--- config.mk ---
export PLATFORM = sky130hd
export DESIGN_NAME = lfsr_parity_gen
export DESIGN_NICKNAME = d
export VERILOG_FILES = /design/src/rtl/lfsr_parity_gen.sv
export SDC_FILE = /design/constraint.sdc
export NUM_CORES = 1
export LEC_CHECK = 0
export ABC_AREA = 0
export CAP_MARGIN = 20
export CORE_AREA = 2 2 73 54
export CTS_BUF_LIST = sky130_fd_sc_hd__clkbuf_8
export CTS_CLUSTER_DIAMETER = 100
export DETAILED_ROUTE_END_ITERATION = 6
export DIE_AREA = 0 0 75 56
export PLACE_DENSITY = 0.86
export SLEW_MARGIN = 20
export SYNTH_ARGS = -nofsm -noshare
export SYNTH_HDL_FRONTEND = slang
export SYNTH_SLANG_ARGS = --single-unit
--- constraint.sdc ---
create_clock -name clk -period 2.6 [get_ports clk]
set_input_delay 0.39 -clock clk [delete_from_list [all_inputs] [get_ports clk]]
set_output_delay 0.39 -clock clk [all_outputs]
set_load 0.01 [all_outputs]
--- src/rtl/lfsr_parity_gen.sv ---
// Fibonacci LFSR word generator with parity, seed load, zero-seed lockup guard and a
// one-deep valid/ready output register. Define LFSR_PARITY_PERIOD_EN to enable the period counter.
module lfsr_parity_gen #(
    parameter int unsigned      WIDTH = 16,
    parameter logic [WIDTH-1:0] TAPS  = 16'hD008,
    parameter logic [WIDTH-1:0] SEED  = {{(WIDTH-1){1'b0}}, 1'b1}
) (
    input  logic             clk,
    input  logic             rst,
    input  logic             ena,
    input  logic             load,
    input  logic [WIDTH-1:0] seed_in,
    input  logic             odd_par,
    input  logic             dout_ready,
    output logic [WIDTH:0]   dout,
    output logic             dout_valid,
    output logic             lockup,
    output logic             period_pulse,
    output logic [WIDTH-1:0] period_len
);

    logic [WIDTH-1:0] s, start, nxt, seed_eff;
    logic             fb, par, step, seed_zero;

    always_comb begin
        fb        = ^(s & TAPS);
        nxt       = {s[WIDTH-2:0], fb};
        par       = odd_par ? ~^nxt : ^nxt;
        step      = ena & ~load & (~dout_valid | dout_ready);
        seed_zero = (seed_in == '0);
        // a zero seed would freeze the register, so swap in the reset seed
        seed_eff  = seed_zero ? SEED : seed_in;
    end

    always_ff @(posedge clk) begin
        if (rst) begin
            s          <= SEED;
            start      <= SEED;
            dout       <= {^SEED, SEED};
            dout_valid <= 1'b0;
            lockup     <= 1'b0;
        end else if (load) begin
            s          <= seed_eff;
            start      <= seed_eff;
            dout_valid <= 1'b0;
            lockup     <= seed_zero;
        end else if (step) begin
            s          <= nxt;
            dout       <= {par, nxt};
            dout_valid <= 1'b1;
        end else if (dout_valid && dout_ready) begin
            dout_valid <= 1'b0;
        end
    end

`ifdef LFSR_PARITY_PERIOD_EN
    logic [WIDTH-1:0] cnt;

    always_ff @(posedge clk) begin
        if (rst) begin
            cnt          <= '0;
            period_len   <= '0;
            period_pulse <= 1'b0;
        end else begin
            period_pulse <= 1'b0;
            if (load) begin
                cnt <= '0;
            end else if (step) begin
                if (nxt == start) begin
                    period_len   <= cnt + 1'b1;
                    period_pulse <= 1'b1;
                    cnt          <= '0;
                end else if (cnt != '1) begin
                    cnt <= cnt + 1'b1;
                end
            end
        end
    end
`else
    assign period_pulse = 1'b0;
    assign period_len   = '0;
`endif

endmodule

==> reports/metrics.cfg <==
[finish]
design_area_mm2=0.002151
drive_gt1_share_pct=5.242
layout.cells.non_filler=298
area_growth_pct=28.67
antenna_cells=0
final_util_pct=62.42
final_nets=269

[critical_path]
cp-end-kind=flip-flop
worst-path-max-fanout=17
rrSetupSlack_ns=1.04
rr_startpoint=s[5]$_SDFFE_PP0P_
reg2reg_depth=4
crit_required_ns=2.83
r2r-end=dout[16]$_SDFFE_PP1P_
path_class=in -> reg
start_kind=input pin
cp_data_arrival_time_ns=1.95

[run]
cap_violations=0

[power_and_ir_drop]
power_mw=1.278
p_leak_nw=0.7949
p_clk_share_pct=33.7
switching_share_pct=26.28
ir_worst_vdd_mv=0.4058
power.switching_mw=0.3359
power.internal_mw=0.9420
power_density_mw_per_mm2=594.1
p_comb_share_pct=19.5
seqPwrFrac_pct=46.9

[global_route]
grt_first_pass_wirelength_um=6279
grt_pass1_vias=1264
grtUsageTotal_pct=19.88
grt-ovfl-total=0
antenna_found_initial=0
grt_start_max_net_pins=20

[run_status]
status=finished, final reports clean

[synthesis]
synthXorXnorAreaFrac_pct=8.982
syn_avg_cell_area_um2=7.960
ys_seq_area_share_pct=41.92
netlist-cell-type-count=24
synth-adder-area-share_pct=0
synth_warnings=0
async_flop_share_pct=0
synthMuxAreaShare_pct=0
ys_ff_latch=35
netlist_instances=210
synthFlopType=dfxtp_1
synth_top_family_by_area=simple AND/OR/NAND/NOR gates
netlist_area_mm2=0.001672
synth_edf_count=0
synth-compound-area-share_pct=13.70
synth_simple_gate_area_share_pct=23.43

[timing]
fin_crit_sh_pct=66.26
tightest_slew_ns=0.6919
setup_viol=0
hold_viol_final=0
rsz0062_at_grt=false
fin_skew_ns=0.005757
slew_headroom_pct=53.73
finalCriticalPeriod_ns=1.723
fmax_mhz=580.5
holdWs_ns=0.4513
drv_slew=0
worst_slack_ns=0.8773
tns_ns=0

[worst_hold_path]
min_to=dout[5]$_SDFFE_PP0P_
min_path_cells=2
hp-class=reg -> reg
hp-start=dout[5]$_SDFFE_PP0P_

[detailed_routing]
wl_um=3901
num_vias=1525
vias_per_cell=5.117
postRouteAntennaNets=0
drcViolationCount=0
wl_per_cell_um=13.09
firstDrtPassIters=4
drt_iter0_drc=107

[clock_network]
cts_hold_buf=0
clk_pin_slew_ns=0.07
postCtsSetupBuffers=0
root_buffer=clkbuf_8
cts_tree=built
cts_buffer_depth=2
cts_made_buffers=5
post_cts_resized=0
cts.sinks=35
clock_latency_ns=0.29
htree_levels=2

[placed_design]
port_buffers=40
gp_congestion=0.8300
dp_hpwl_um=2870
dp_cells=290
dpl_worst_slack_ns=0.5544
place_area_mm2=0.002051

[floorplanning]
core_area_mm2=0.003446
dieArea_mm2=0.004200
die_width_um=75
io_pins=58
num_rows=18
start_util_pct=48.51
die_y_um=56

-- power groups by stage --
stage	combinational, mW	sequential, mW	clock, mW
floorplan	0.171	0.610	0
global placement	0.243	0.610	0
detailed placement	0.245	0.611	0
CTS	0.247	0.599	0.439
global route	0.270	0.604	0.459
finish	0.249	0.599	0.430
-- final cells by class --
cell class / count / area (um^2)
fillers: 313 / 1295
inverters: 2 / 7.507
repair buffers: 46 / 445.4
flip-flops and latches: 35 / 700.7
multi-input cells: 157 / 834.6
clock buffers: 7 / 96.34
clock inverters: 1 / 3.754
well taps: 50 / 62.56
-- worst max path at each step --
stage / to / start / slack (ns)
final: s[0]$_SDFFE_PP1P_ / dout_ready / 0.88
after global routing: dout[1]$_SDFFE_PP0P_ / dout_ready / 0.71
after CTS: dout[6]$_SDFFE_PP0P_ / dout_ready / 0.86
after detailed placement: dout[6]$_SDFFE_PP0P_ / dout_ready / 0.55
after global placement: s[15]$_SDFFE_PP0P_ / dout_ready / 0.65
after floorplan: dout[10]$_SDFFE_PP0P_ / dout_ready / 1.19
-- sequential cells by signal, indices dropped and copies added (netlist names) --
| register | count |
|---|---|
| lockup | 1 |
| s | 16 |
| dout_valid | 1 |
| dout | 17 |
-- kinds of logic (layout without fill, tap and decap cells) --
family	count (synthesis)	after routing
and+or+nand+nor	92	92
DFF	35	35
AOI/OAI and AO/OA	34	34
buffers and inverters	34	56
xor gates and xnor gates	14	14
other	1	17
-- Yosys cell counts, types with 2 or more instances --
library cell	count	area (um^2)
nor4_1	3	18.77
xnor3_1	2	45.04
buf_2	4	20.02
a21oi_1	18	90.09
nand3_1	17	85.08
a311oi_1	15	131.4
buf_4	17	127.6
nand2_1	50	187.7
nor2_1	15	56.30
clkbuf_1	10	37.54
xnor2_1	11	96.34
dfxtp_1	35	700.7
nand4_1	2	12.51
-- layout by cell type (no fill, tap or decap) --
| cell type | instances |
|---|---|
| a311oi_1 | 15 |
| nor3_1 | 1 |
| nand4_1 | 2 |
| and3_1 | 1 |
| dfxtp_1 | 35 |
| nand3_1 | 17 |
| nor4_1 | 3 |
| nor2b_1 | 1 |
| xor2_1 | 1 |
| xnor2_1 | 11 |
| or4_1 | 1 |
| nand2b_1 | 1 |
| xnor3_1 | 2 |
| a211oi_1 | 1 |
| a21oi_1 | 18 |
| buf_4 | 6 |
| nor2_1 | 15 |
| clkinv_1 | 1 |
| clkbuf_8 | 7 |
| inv_1 | 2 |
| clkdlybuf4s50_1 | 40 |
| nand2_1 | 50 |
| conb_1 | 17 |
-- critical path, cell delays in order --
cell             delay [ns]
clkdlybuf4s50_1        0.45
nand2b_1               0.24
and3_1                 0.57
a21oi_1                0.17
nand4_1                0.13
-- layer usage --
metal | track usage, % | vias to the layer above | wire, um
li1 | - | 756 | -
met1 | 28.49 | 696 | 1792
met2 | 27.44 | 67 | 1749
met3 | 6.703 | 6 | 307
met4 | 6.888 | 0 | 52
met5 | 0 | - | 0
Note: power is estimated with default switching activity, not from simulation.
